[config.mk]
export PLATFORM = sky130hd
export DESIGN_NAME = piso_serializer
export DESIGN_NICKNAME = d
export VERILOG_FILES = /design/src/rtl/serial_link_pkg.sv /design/src/rtl/piso_hold_buf.sv /design/src/rtl/piso_serializer.sv
export SDC_FILE = /design/constraint.sdc
export NUM_CORES = 1
export LEC_CHECK = 0
export ABC_CLOCK_PERIOD_IN_PS = 1200
export BUFFER_PORTS_ARGS = -buffer_cell sky130_fd_sc_hd__buf_2
export CORE_UTILIZATION = 44
export DETAILED_ROUTE_END_ITERATION = 8
export PLACE_DENSITY = 0.7
export SETUP_SLACK_MARGIN = 0.4
export SLEW_MARGIN = 20
export SYNTH_ARGS = -nofsm -noshare
export SYNTH_HDL_FRONTEND = slang
export SYNTH_SLANG_ARGS = --single-unit
[constraint.sdc]
create_clock -name clk -period 1.2 [get_ports clk]
set_input_delay 0.06 -clock clk [delete_from_list [all_inputs] [get_ports clk]]
set_output_delay 0.06 -clock clk [all_outputs]
set_load 0.01 [all_outputs]
[src/rtl/serial_link_pkg.sv]
// Shared definitions for the processor's serial link (PISO serializer and SIPO deserializer).
//   piso_state_t  : serializer FSM state encoding
//   SERIAL_WORD_W : word width carried over the link
package serial_link_pkg;

   localparam int unsigned SERIAL_WORD_W = 8;

   typedef enum logic {
      IDLE  = 1'b0,
      SHIFT = 1'b1
   } piso_state_t;

endpackage : serial_link_pkg

[src/rtl/piso_hold_buf.sv]
// One-entry holding register with full flag, used by piso_serializer to park a word
// that arrives while the previous word is still shifting out.
// Ports:
//   clk, reset_b  : clock, synchronous active-low reset
//   fill          : capture data_in this edge
//   drain         : entry consumed this edge (fill and drain may coincide)
//   data_in       : word to park
//   data_out      : parked word
//   full          : entry holds a word (registered)
//   full_nxt_c    : value full takes at the next edge (combinational)
module piso_hold_buf
   import serial_link_pkg::*;
#(
   parameter int unsigned WIDTH = SERIAL_WORD_W
) (
   input  logic             clk,
   input  logic             reset_b,
   input  logic             fill,
   input  logic             drain,
   input  logic [WIDTH-1:0] data_in,
   output logic [WIDTH-1:0] data_out,
   output logic             full,
   output logic             full_nxt_c
);

   assign full_nxt_c = fill | (full & ~drain);

   always_ff @(posedge clk) begin
      if (!reset_b) begin
         full     <= 1'b0;
         data_out <= '0;
      end else begin
         full <= full_nxt_c;
         if (fill) begin
            data_out <= data_in;
         end
      end
   end

endmodule : piso_hold_buf

[src/rtl/piso_serializer.sv]
// Parallel-in serial-out stage feeding the SIPO deserializer. A word accepted over
// valid/ready is emitted as WIDTH consecutive valid bits, first bit one cycle later.
// Build option: define PISO_SERIALIZER_BUF_EN to add a one-entry holding register
// for zero-gap streaming; otherwise words are separated by one idle cycle.
// Ports:
//   clk, reset_b  : clock, synchronous active-low reset
//   data_in       : parallel word, sampled only on the transfer edge
//   in_valid      : data_in valid
//   in_ready      : word can be accepted (registered, no path from in_valid)
//   serial_out    : current bit, 0 when out_valid is low
//   out_valid     : serial_out carries a data bit
//   busy          : word shifting or buffered
module piso_serializer
   import serial_link_pkg::*;
#(
   parameter int unsigned WIDTH     = SERIAL_WORD_W,
   parameter bit          LSB_FIRST = 1'b0
) (
   input  logic             clk,
   input  logic             reset_b,
   input  logic [WIDTH-1:0] data_in,
   input  logic             in_valid,
   output logic             in_ready,
   output logic             serial_out,
   output logic             out_valid,
   output logic             busy
);

   localparam int unsigned CNT_W   = (WIDTH > 1) ? $clog2(WIDTH) : 1;
   localparam int unsigned OUT_IDX = LSB_FIRST ? 0 : WIDTH - 1;

   piso_state_t      state;
   piso_state_t      state_next;
   logic [WIDTH-1:0] shreg;
   logic [WIDTH-1:0] shreg_next;
   logic [WIDTH-1:0] load_data;
   logic [CNT_W-1:0] bit_cnt;
   logic [CNT_W-1:0] cnt_next;
   logic             load_c;
   logic             fire;
   logic             last;
   logic             ready_q, serial_q, valid_q, busy_q;
   logic             ready_next, serial_next, valid_next, busy_next;

   assign fire = in_valid & ready_q;
   assign last = (bit_cnt == CNT_W'(WIDTH - 1));

`ifdef PISO_SERIALIZER_BUF_EN
   logic             buf_fill;
   logic             buf_drain;
   logic             buf_full;
   logic             buf_full_nxt;
   logic [WIDTH-1:0] buf_data;

   piso_hold_buf #(.WIDTH(WIDTH)) u_hold_buf (
      .clk        (clk),
      .reset_b    (reset_b),
      .fill       (buf_fill),
      .drain      (buf_drain),
      .data_in    (data_in),
      .data_out   (buf_data),
      .full       (buf_full),
      .full_nxt_c (buf_full_nxt)
   );
`endif

   // State register
   always_ff @(posedge clk) begin
      if (!reset_b) begin
         state <= IDLE;
      end else begin
         state <= state_next;
      end
   end

   // Next state and word-load decision
   always_comb begin
      state_next = state;
      load_c     = 1'b0;
      load_data  = data_in;
`ifdef PISO_SERIALIZER_BUF_EN
      buf_fill   = 1'b0;
      buf_drain  = 1'b0;
`endif
      case (state)
         IDLE: begin
            if (fire) begin
               state_next = SHIFT;
               load_c     = 1'b1;
            end
         end
         SHIFT: begin
`ifdef PISO_SERIALIZER_BUF_EN
            if (last) begin
               // Parked word has priority; a word arriving on the last bit with an
               // empty buffer bypasses straight into the shift register.
               if (buf_full) begin
                  load_c    = 1'b1;
                  load_data = buf_data;
                  buf_drain = 1'b1;
                  buf_fill  = fire;
               end else if (fire) begin
                  load_c = 1'b1;
               end else begin
                  state_next = IDLE;
               end
            end else begin
               buf_fill = fire;
            end
`else
            if (last) begin
               state_next = IDLE;
            end
`endif
         end
         default: state_next = IDLE;
      endcase
   end

   // Datapath next values and registered-output decode
   always_comb begin
      shreg_next = shreg;
      cnt_next   = bit_cnt;
      if (load_c) begin
         shreg_next = load_data;
         cnt_next   = '0;
      end else if (state == SHIFT) begin
         shreg_next = LSB_FIRST ? (shreg >> 1) : (shreg << 1);
         cnt_next   = bit_cnt + CNT_W'(1);
         if (state_next == IDLE) begin
            shreg_next = '0;
            cnt_next   = '0;
         end
      end
      valid_next  = (state_next == SHIFT);
      serial_next = valid_next & shreg_next[OUT_IDX];
`ifdef PISO_SERIALIZER_BUF_EN
      ready_next  = ~buf_full_nxt;
      busy_next   = valid_next | buf_full_nxt;
`else
      ready_next  = (state_next == IDLE);
      busy_next   = valid_next;
`endif
   end

   // Datapath and output registers
   always_ff @(posedge clk) begin
      if (!reset_b) begin
         shreg    <= '0;
         bit_cnt  <= '0;
         ready_q  <= 1'b0;
         serial_q <= 1'b0;
         valid_q  <= 1'b0;
         busy_q   <= 1'b0;
      end else begin
         shreg    <= shreg_next;
         bit_cnt  <= cnt_next;
         ready_q  <= ready_next;
         serial_q <= serial_next;
         valid_q  <= valid_next;
         busy_q   <= busy_next;
      end
   end

   assign in_ready   = ready_q;
   assign serial_out = serial_q;
   assign out_valid  = valid_q;
   assign busy       = busy_q;

endmodule : piso_serializer

### Yosys cells after proc, flatten, opt, wreduce, memory -nomap -nowiden

Cells that the tools add are included.

| operators by class | value |
|---|---|
| $add $sub $neg | 1 |
| eq/ne operators | 1 |
| mux-type cells | 8 |
| bitwise gates (word level) | 5 |
| reduce and logical (&&, ||, !) cells | 2 |

Operators by type and width:

| kind | number |
|---|---|
| 8-bit two-way mux | 3 |
| 3-bit by 1-bit adder with 3-bit output (second input constant) | 1 |
| 3-bit equality test (second input constant) | 1 |
| 1-bit two-way mux | 3 |
| 3-bit two-way mux | 1 |
| 1-bit NOT | 3 |
| 1-bit AND | 2 |
| 1-bit one-hot mux with 2 select lines | 1 |
| 2-bit nonzero test | 1 |
| 2-bit OR reduction | 1 |

| word-level totals | value |
|---|---|
| flip-flop bits (word level) | 14 |
| input bits | 11 |
| output and inout bits | 4 |
| word-level logic and storage cells | 23 |

### Logic depth before layout (Yosys ltp)

Gate-level depths: netlist of run 1.

| logic depth | value |
|---|---|
| word-level depth | 7 |
| depth in mapped cells | 5 |
| depth with buffers taken out | 5 |

### Worst setup path after synthesis of run 1

Ideal clock, no wire load.

| timing | value |
|---|---|
| path kind | flip-flop to flip-flop |
| start | register bit_cnt[0] |
| end | register shreg[4] |
| arrival | 1099 ps |
| required time | 1130 ps |
| path slack | 32 ps |
| cell stages (with the launch flop) | 6 |
| buffers on the path | 0 |
| clock period less this slack | 1168 ps |
| path through | dfxtp_1 -> ha_1 -> ha_1 -> nor2b_2 -> a21oi_1 -> a21oi_1 |

| on the way | value |
|---|---|
| cells in the longest elaborated chain, start to end | 6 |

Ends and longest elaborated chain:

| what | line | text |
|---|---|---|
| start, declared | piso_serializer.sv:37 | `logic [CNT_W-1:0] bit_cnt;` |
| start signal, assigned | piso_serializer.sv:157 | `bit_cnt <= cnt_next;` |
| 3-bit equality test | piso_serializer.sv:46 | `assign last = (bit_cnt == CNT_W'(WIDTH - 1));` |
| 1-bit two-way mux | piso_serializer.sv:111 | `if (last) begin` |
| 1-bit one-hot mux with 2 select lines | piso_serializer.sv:85 | `case (state)` |
| 8-bit two-way mux | piso_serializer.sv:130 | `if (state_next == IDLE) begin` |
| 8-bit two-way mux | piso_serializer.sv:127 | `end else if (state == SHIFT) begin` |
| 8-bit two-way mux | piso_serializer.sv:124 | `if (load_c) begin` |
| end signal, assigned | piso_serializer.sv:156 | `shreg <= shreg_next;` |
| end, declared | piso_serializer.sv:34 | `logic [WIDTH-1:0] shreg;` |

Every way passes these cells. The select of a mux whose other input is x is not followed.
A chain may end at the register's enable or synchronous reset.

### Worst setup path after layout of run 1

| timing | value |
|---|---|
| start | register bit_cnt[1] |
| end | register shreg[4] |

The elaborated chain is that of the path after synthesis.

==> results by group, run 1 <==
Status
  • Status: complete, no violations

Final layout
  • Area grow syn2layout: 32.58%
  • Filler cell count in the final layout: between 100 and 150
  • Diode count: 0
  • Most frequent cells in the layout: 13 x buf_2, 9 x dfxtp_1, 6 x nand2b_1, 6 x nand3b_1, 6 x buf_4
  • Final std cells w/o fill: 102
  • Share of layout cells above drive strength 1: 40.23%
  • Post-layout nets: ~100
  • Commonest non-fill, non-tap cell in the layout: buf_2

STA
  • Slew Viols, Final: 0
  • Slew Limit Headroom: 80.52%
  • Fin crit period: 1.080 ns
  • Worst-Margin Slew: 0.2902 ns
  • Final setup violation count: 0
  • Peak Freq: 925.6 MHz
  • RSZ-0062 raised after global routing: true
  • Fin crit share: 90.03%
  • Fin. Hold Viols: 0
  • Setup TNS Final: 0 ns
  • Final Skew: 0.003712 ns

Floorplanning
  • Core area: between 1000 and 1500 um2
  • I/O pin count: 15
  • Initial Utilization: 46.92%
  • Die ar.: 1541 um2
  • Row count: 13
  • Chip Width: 39.25 um
  • Die height: about 39 um

Synthesis
  • Sequential share of the synthesized area: a little over two fifths
  • Compound-Gate Fraction of Synth Area: 18.85%
  • Synth Warn #: 0
  • Largest family of logic cells by synthesized area: simple AND/OR/NAND/NOR gates
  • Unique masters post-synth: 22
  • Mapped cell area: 610.6 um2
  • Simple-gate area share of the yosys netlist: 24.39%
  • Synth Area in Adders: 4.098%
  • Synth Area per Inst: 9.251 um2
  • Post-synthesis mux area share: 3.279%
  • Synth Area in XOR/XNOR: 0%
  • #FFs+latches synth: 13
  • Mapped Nets: 79
  • Synthesized instance count: 66

Setup path
  • Worst EP arrival: 1.29 ns
  • Crit Path Category: register to register
  • Max FO, Critical Path: 9
  • Worst EP required: 1.41 ns
  • Worst setup EP type: register
  • Crit start category: register

Global route
  • Grt total ovfl: 0
  • Initial antenna violation count: 0
  • Vias in the first global route: 440
  • GRT Util Overall: 19.64%
  • Largest net degree at the start of global routing: 13
  • First-pass GRT wire length: 1925 um

Power and ir drop
  • Share of power burned in registers: 52.7%
  • Psw: around 0.25 mW
  • Gate power share: 19.2%
  • Switching part of the total power: a little over a quarter
  • Power per cell area: 1164 nW/um2
  • Part of the power in the clock network: 28.1%
  • Worst vdd ir: 0.6309 mV
  • Pwr Total: 0.9424 mW
  • Int Power: slightly below 0.7 mW
  • Pleak: 0.3469 nW

Drt
  • DRT iter0 DRCs: 7
  • Avg Vias per Cell: 5.127
  • Final ANT Viol Nets: 0
  • Wire per inst: ~13 um
  • DRC: 0
  • 1st-pass router iterations: 4
  • Total routed wirelength: 1287 um
  • Via count: 523

Clock network
  • CTS tree: done
  • CTS sink cnt: 13
  • CTS Buf Count: 3
  • H-tree levels: 1
  • Clk buf depth: 2
  • CTS clock-pin slew for the worst setup and hold paths: 0.08 ns
  • Worst-skew pair later-pin latency: 0.27 ns
  • Root Driver: clkbuf_4

Place
  • Placed Cells: 91
  • Port Buffers: 14
  • RD Place Congestion: 0.8106
  • HPWL Detailed: 838.6 um

Flow run
  • Max-cap violations: 0

Min path
  • Worst hold-check path type: input pin to register
==> power by group through the flow <==
| stage | registers (mW) | clock network [mW] | logic [mW] |
|---|---|---|---|
| after floorplan | 0.502 | 0 | 0.114 |
| after global placement | 0.508 | 0 | 0.137 |
| after detailed placement | 0.508 | 0 | 0.138 |
| after CTS | 0.495 | 0.275 | 0.170 |
| after global routing | 0.502 | 0.297 | 0.201 |
| final | 0.497 | 0.265 | 0.181 |
==> final cells by class <==
class / count / area [um2] / share of cell area (%)
clock buffer: 4 / 26.28 / 3.246
multi-input combinational: 48 / 346.6 / 42.81
sequential: 13 / 270.3 / 33.38
tap: 15 / 18.77 / 2.318
timing repair buffer: 22 / 147.6 / 18.24
==> cells in the mapped netlist <==
cell type	count	share of area (%)
o21a_1	1	1.2
a21o_2	1	1.4
nand2_1	2	1.2
nor2b_2	1	1.4
a31oi_1	5	5.1
buf_6	1	1.8
dfxtp_1	13	43
nand2b_1	6	6.1
and2_1	1	1.0
o22ai_2	1	2.0
nor2_1	5	3.1
nor2b_1	2	2.0
ha_1	2	4.1
buf_4	3	3.7
mux2i_1	2	3.3
a21oi_1	4	3.3
o21ai_1	4	3.3
clkbuf_4	1	1.2
o21ai_0	3	2.5
nand3b_1	6	7.4
nor3b_1	1	1.2
nand3_1	1	0.82
==> flip-flops by register name, indices dropped and copies added, names as in the netlist <==
signal      flops
in_ready        1
busy            1
serial_out      1
shreg           7
bit_cnt         3
==> logic make-up after synthesis <==
family	after synthesis
AOI/OAI and AO/OA	19
buffers and inverters	5
adders and majority gates	2
and+or+nand+nor	25
DFF	13
muxes	2
==> worst max-delay path, stage by stage (launching register included) <==
cell	delay, ns
dfxtp_2	0.34
ha_4	0.16
ha_4	0.18
nor2b_4	0.14
a21oi_1	0.08
a21oi_1	0.11
==> path summary, 6_finish.rpt <==
kind,cells past startpoint,from,slack [ns],endpoint
min reg2reg,2,shreg[5],0.50,shreg[6]
max reg2reg,5,bit_cnt[1],0.12,shreg[4]
max,5,bit_cnt[1],0.12,shreg[4]
min,3,data_in[2],0.04,shreg[2]
==> what timing repair did <==
| action | in CTS | in global routing |
|---|---|---|
| pin swaps | 0 | 2 |
| gates resized for setup | 5 | 3 |
| setup endpoints to repair | 16 | 16 |
| buffers inserted | 5 | 2 |
| hold buffers | 0 | 0 |
==> per-layer routing <==
layer | vias to the layer above | wire (um) | track usage (%)
li1 | 274 | - | -
met1 | 234 | 577 | 24.31
met4 | 0 | 12 | 12.93
met2 | 13 | 648 | 30.83
met5 | - | 0 | 0
met3 | 2 | 48 | 3.409
==> metrics by stage <==
| step | hold slack [ns] | area [um2] | util (%) | setup slack [ns] |
|---|---|---|---|---|
| global route | 0.06113 | 809.5 | 62.21 | 0.04351 |
| CTS | 0.04403 | 783.3 | 60.19 | 0.1257 |
| global placement | 0.3360 | 700.7 | 53.85 | 0.1587 |
| floorplan | 0.2242 | 645.6 | - | 0.2000 |
| detailed placement | 0.3408 | 700.7 | 53.85 | 0.1195 |
| finish | 0.03904 | 809.5 | 62.21 | 0.1197 |
Power figures use the tool's default switching activity.
==> inputs of run 2 (changes only) <==
--- a/config.mk
+++ b/config.mk
@@ -6,10 +6,11 @@
 export NUM_CORES = 1
 export LEC_CHECK = 0
 export ABC_CLOCK_PERIOD_IN_PS = 1200
-export BUFFER_PORTS_ARGS = -buffer_cell sky130_fd_sc_hd__buf_2
-export CORE_UTILIZATION = 44
+export CORE_AREA = 2 2 39 41
 export DETAILED_ROUTE_END_ITERATION = 8
-export PLACE_DENSITY = 0.7
+export DIE_AREA = 0 0 41 43
+export DONT_BUFFER_PORTS = 1
+export PLACE_DENSITY = 0.63
 export SETUP_SLACK_MARGIN = 0.4
 export SLEW_MARGIN = 20
 export SYNTH_ARGS = -nofsm -noshare
==> run 2 against run 1 <==
Non-clock buffer count shrank 7. Largest power group unchanged. Maximum frequency grew 0.88%. Worst hold slack worse by 0.036 ns. Clock skew decreased by 0.0019 ns. Clock-buffer cell count is the same. Worst setup slack better by 0.0094 ns. Via count shrank 3.3%. Clock power up 3%. Cell count shrank 5.9%. Flip-flop and latch count is the same. Sequential power barely moved. Critical path depth unchanged.
==> results by group, run 2 (synthesized netlist as in run 1, its figures left out) <==
Status
  • Status: complete, no violations

Power and ir drop
  • Psw: 0.2476 mW
  • Worst vdd ir: 0.8227 mV
  • Int Power: 0.6855 mW
  • Share of power burned in registers: 53.3%
  • Part of the power in the clock network: between 20% and 30%
  • Power per cell area: 1184 nW/um2
  • Switching part of the total power: between 20% and 30%
  • Pleak: 0.3114 nW
  • Gate power share: 17.4%

Drt
  • 1st-pass router iterations: 5
  • Via count: 506
  • Avg Vias per Cell: roughly 5.3
  • DRT iter0 DRCs: 11
  • Total routed wirelength: 1202 um
  • DRC: 0
  • Final ANT Viol Nets: 0
  • Wire per inst: 12.52 um

Setup path
  • Worst path slowest cell: dfxtp_2
  • Worst reg2reg setup slack: 0.13 ns
  • Crit start category: register
  • CP bufs+invs: 0
  • Worst setup EP type: register
  • Worst reg2reg path depth: 5
  • Critical Path Source: bit_cnt[1]
  • Cell family with most CP delay: adder cells
  • Worst EP arrival: between 1 and 1.5 ns
  • Max stage delay on crit path: 0.34 ns
  • R2R Path End: shreg[4]
  • Critical Path Stages: 5
  • Crit-path cells: ha_4 -> ha_4 -> nor2b_4 -> a21oi_1 -> a21oi_1
  • FF-to-FF Start: bit_cnt[1]
  • Max FO, Critical Path: 9
  • CP endpoint: shreg[4]
  • Crit Path Category: register to register
  • Worst EP required: 1.42 ns

Global route
  • Largest net degree at the start of global routing: 13
  • GRT Util Overall: 15.98%
  • First-pass GRT wire length: 1842 um
  • Initial antenna violation count: 0
  • Grt total ovfl: 0
  • Vias in the first global route: 429

Place
  • RD Place Congestion: 0.7827
  • Port Buffers: 0
  • HPWL Detailed: 763.4 um

STA
  • Slew Viols, Final: 0
  • Slew Limit Headroom: between 80% and 90%
  • Worst-Margin Slew: around 0.30 ns
  • Peak Freq: 933.8 MHz
  • Setup TNS Final: 0 ns
  • Fin. Hold Viols: 0
  • Fin crit period: 1.071 ns
  • Final Skew: 0.001768 ns
  • RSZ-0062 raised after global routing: true
  • Hold WS: ~0.0033 ns
  • Final setup violation count: 0
  • Fin crit share: 89.24%

Final layout
  • Filler cell count in the final layout: 120
  • Most frequent cells in the layout: 9 x dfxtp_1, 8 x buf_4, 6 x nand2b_1, 6 x nand3b_1, 6 x dlygate4sd3_1
  • Post-layout nets: 94
  • Final core occ: between 50% and 60%
  • Share of layout cells above drive strength 1: 27.50%
  • Largest Register: shreg
  • Diode count: 0
  • Max reg flops: 7
  • Area grow syn2layout: 29.10%
  • Storage cell area: 270.3 um2
  • Commonest non-fill, non-tap cell in the layout: dfxtp_1
  • Multi-input gate area: 346.6 um2
  • Biggest regs: shreg (7), bit_cnt (3)

Floorplanning
  • Chip Width: 41 um
  • Core area: 1384 um2
  • Die ar.: 1763 um2
  • I/O pin count: 15
  • Die height: 43 um
  • Row count: 14
  • Initial Utilization: 44.12%

Min path
  • Worst hold-check path type: input pin to register

Clock network
  • CTS clock-pin slew for the worst setup and hold paths: about 0.080 ns
  • H-tree levels: 1
  • CTS sink cnt: 13
  • CTS tree: done
  • Clk buf depth: 2
  • Root Driver: clkbuf_4
  • CTS Buf Count: 3
  • Worst-skew pair later-pin latency: 0.28 ns

Flow run
  • Max-cap violations: 0
[run 2: cell count changes in the layout (fill, tap and decap cells not counted)]
cell	change
buf_2	-13
dlygate4sd3_1	+6
buf_4	+2
buf_6	-2
buf_8	-1
clkbuf_2	+1
[run 2: final cells by class]
class | count | area share [%]
timing repair buffer | 15 | 15.87
sequential | 13 | 34.29
clock buffer | 4 | 3.333
tap | 16 | 2.540
multi-input combinational | 48 | 43.97
[run 2: how the worst min path moves through the flow]
stage	start	end	slack, ns	depth (start not counted)
2_1_floorplan	data_in[1]	shreg[1]	0.22	2
5_1_grt	data_in[0]	shreg[0]	0.03	2
4_1_cts	reset_b	busy	-0.11	1
6_report	data_in[0]	shreg[0]	0.003	2
3_5_place_dp	reset_b	busy	0.18	1
3_3_place_gp	reset_b	serial_out	0.19	1
[run 2: timing repair]
| action | 4_1_cts | 5_1_grt |
|---|---|---|
| pin swaps | 0 | 2 |
| setup buffers | 4 | 2 |
| gates resized for setup | 4 | 0 |
| endpoints found under the hold margin | 9 | 9 |
| setup endpoints to repair | 15 | 15 |
| cloned | 0 | 0 |
[run 2: metrics by stage]
stage	area (um2)	power [mW]	worst slack (ns)	instances
finish	788.3	0.9331	0.1291	96
global route	788.3	0.9787	0.07878	96
CTS	715.7	0.9202	0.1339	88
detailed placement	646.9	0.6268	0.1413	80
global placement	646.9	0.6260	0.1479	80
floorplan	645.6	0.6162	0.2000	66
[run 2: worst reg2reg max path, stage by stage (launching register included)]
cell	delay, ns
dfxtp_2	0.34
ha_4	0.16
ha_4	0.19
nor2b_4	0.14
a21oi_1	0.08
a21oi_1	0.11
[run 2: power groups by stage]
stage | registers, mW | logic, mW | clock network, mW
4_1_cts | 0.499 | 0.134 | 0.287
3_5_place_dp | 0.513 | 0.114 | 0
6_report | 0.497 | 0.162 | 0.274
2_1_floorplan | 0.502 | 0.114 | 0
3_3_place_gp | 0.513 | 0.113 | 0
5_1_grt | 0.503 | 0.181 | 0.295
[run 2: routing by layer]
| metal | wire length, um | GRT usage, % | up-vias |
|---|---|---|---|
| met4 | 28 | 12.00 | 0 |
| met1 | 572 | 24.34 | 227 |
| met2 | 545 | 18.75 | 14 |
| met5 | 0 | 0 | - |
| met3 | 55 | 3.141 | 4 |
| li1 | - | - | 261 |
==> inputs of run 3 (changes only) <==
--- a/config.mk
+++ b/config.mk
@@ -11,6 +11,7 @@
 export DIE_AREA = 0 0 41 43
 export DONT_BUFFER_PORTS = 1
 export PLACE_DENSITY = 0.63
+export RECOVER_POWER = 50
 export SETUP_SLACK_MARGIN = 0.4
 export SLEW_MARGIN = 20
 export SYNTH_ARGS = -nofsm -noshare
==> run 3 against run 2 <==
Cell area decreased by 1.4%. Largest cell class unchanged. Clock skew about the same. Combinational power about the same. Largest power group unchanged. Clock-buffer cell count unchanged. Core utilization decreased by 0.81 points. First-iteration DRC count unchanged. Highest routed layer unchanged. Sequential power about the same. Sequential share of layout area increased by 0.50 points.
==> results by group, run 3 (synthesized netlist as in run 1, its figures left out) <==
Status
  • Status: complete, no violations

Global route
  • Grt total ovfl: 0
  • Largest net degree at the start of global routing: 13
  • First-pass GRT wire length: 1842 um
  • Vias in the first global route: 429
  • Initial antenna violation count: 0
  • GRT Util Overall: 15.98%

STA
  • Fin crit period: 1.071 ns
  • Slew Limit Headroom: 80.21%
  • Worst-Margin Slew: approximately 0.29 ns
  • RSZ-0062 raised after global routing: true
  • Final setup violation count: 0
  • Fin crit share: 89.23%
  • Setup TNS Final: 0 ns
  • Slew Viols, Final: 0
  • Peak Freq: a little over 900 MHz
  • Final Skew: approximately 0.0021 ns
  • Fin. Hold Viols: 0

Floorplanning
  • I/O pin count: 15
  • Die ar.: 1763 um2
  • Die height: around 43 um
  • Core area: 1384 um2
  • Chip Width: ~41 um
  • Row count: 14
  • Initial Utilization: 44.12%

Final layout
  • Most frequent cells in the layout: 9 x dfxtp_1, 7 x buf_4, 6 x nand2b_1, 6 x nand3b_1, 6 x dlygate4sd3_1
  • Commonest non-fill, non-tap cell in the layout: dfxtp_1
  • Max reg flops: 7
  • Area grow syn2layout: 27.25%
  • Share of layout cells above drive strength 1: 25.00%
  • Post-layout nets: 94
  • Diode count: 0
  • Biggest regs: shreg (7), bit_cnt (3)
  • Final std cells w/o fill: 96
  • Largest Register: shreg
  • Filler cell count in the final layout: 122

Drt
  • DRC: 0
  • Final ANT Viol Nets: 0
  • DRT iter0 DRCs: 11
  • Avg Vias per Cell: approximately 5.3
  • 1st-pass router iterations: 4
  • Total routed wirelength: between 1000 and 1500 um
  • Wire per inst: 12.53 um
  • Via count: 509

Clock network
  • CTS Buf Count: 3
  • Clk buf depth: 2
  • CTS tree: done
  • Root Driver: clkbuf_4
  • CTS clock-pin slew for the worst setup and hold paths: 0.08 ns
  • H-tree levels: 1
  • CTS sink cnt: 13
  • Worst-skew pair later-pin latency: 0.28 ns

Setup path
  • Crit start category: register
  • Worst setup EP type: register
  • FF-to-FF Start: bit_cnt[1]
  • Critical Path Source: bit_cnt[1]
  • R2R Path End: shreg[4]
  • Worst reg2reg setup slack: 0.13 ns
  • Worst reg2reg path depth: 5
  • Crit Path Category: register to register
  • Worst EP required: 1.42 ns
  • Max FO, Critical Path: 9
  • Worst EP arrival: 1.29 ns

Min path
  • Hold Path End: shreg[0]
  • Worst hold-check path type: input pin to register
  • Hold path startpoint: data_in[0]
  • Worst hold path depth: 2

Place
  • Port Buffers: 0
  • Placed Cells: 80
  • RD Place Congestion: 0.7827
  • HPWL Detailed: 763.4 um

Power and ir drop
  • Worst vdd ir: 0.8215 mV
  • Pleak: about 0.3 nW
  • Power per cell area: 1194 nW/um2
  • Pwr Total: about 0.93 mW

Flow run
  • Max-cap violations: 0
run 3: cell types whose count changed in the layout (fill, tap and decap cells not counted):
| cell | delta |
|---|---|
| nand2_1 | +1 |
| nand2_4 | -1 |
| buf_4 | -1 |
| clkbuf_1 | +1 |
run 3: through the flow:
step           setup slack [ns]  cell area [um2]  util (%)  hold WS (ns)
3_5_place_dp             0.1413            646.9     46.75        0.1818
6_report                 0.1292            777.0     56.15      0.002873
2_1_floorplan            0.2000            645.6         -        0.2242
4_1_cts                  0.1339            715.7     51.72       -0.1145
3_3_place_gp             0.1479            646.9     46.75        0.1891
5_1_grt                 0.07879            777.0     56.15       0.03082
run 3: worst max-delay path, cell delays in order, from the launching register on:
cell,delay (ns)
dfxtp_2,0.34
ha_4,0.16
ha_4,0.19
nor2b_4,0.14
a21oi_1,0.08
a21oi_1,0.11
run 3: how the worst max path moves through the flow:
stage | end | slack [ns] | cells after the start
6_report | shreg[4] | 0.13 | 5
3_5_place_dp | shreg[4] | 0.14 | 5
3_3_place_gp | shreg[1] | 0.15 | 3
2_1_floorplan | shreg[4] | 0.20 | 5
5_1_grt | bit_cnt[1] | 0.08 | 5
4_1_cts | shreg[4] | 0.13 | 5
run 3: report_power, final:
group	internal [mW]	leakage, nW	switching [mW]
Clock	0.129	0.0150	0.145
Combinational	0.0843	0.177	0.0743
Sequential	0.469	0.109	0.0269
Total	0.682	0.301	0.246
run 3: repair_timing:
action	CTS	global route
hold endpoints to repair	9	9
buffers inserted	4	2
pin swaps	0	2
endpoints found under the setup margin	15	15
gates resized for setup	4	0
run 3: layer usage:
layer | global-route usage [%] | routed length, um | vias to the layer above
li1 | - | - | 262
met1 | 24.34 | 569 | 227
met2 | 18.75 | 540 | 16
met3 | 3.141 | 65 | 4
met4 | 12.00 | 28 | 0
met5 | 0 | 0 | -
run 3: area by class of cell:
cell class	instances	area (um2)	area share, %
timing repair buffer	15	121.4	15.62
multi-input combinational	48	339.1	43.64
sequential	13	270.3	34.78
tap	16	20.02	2.576
clock buffer	4	26.28	3.382
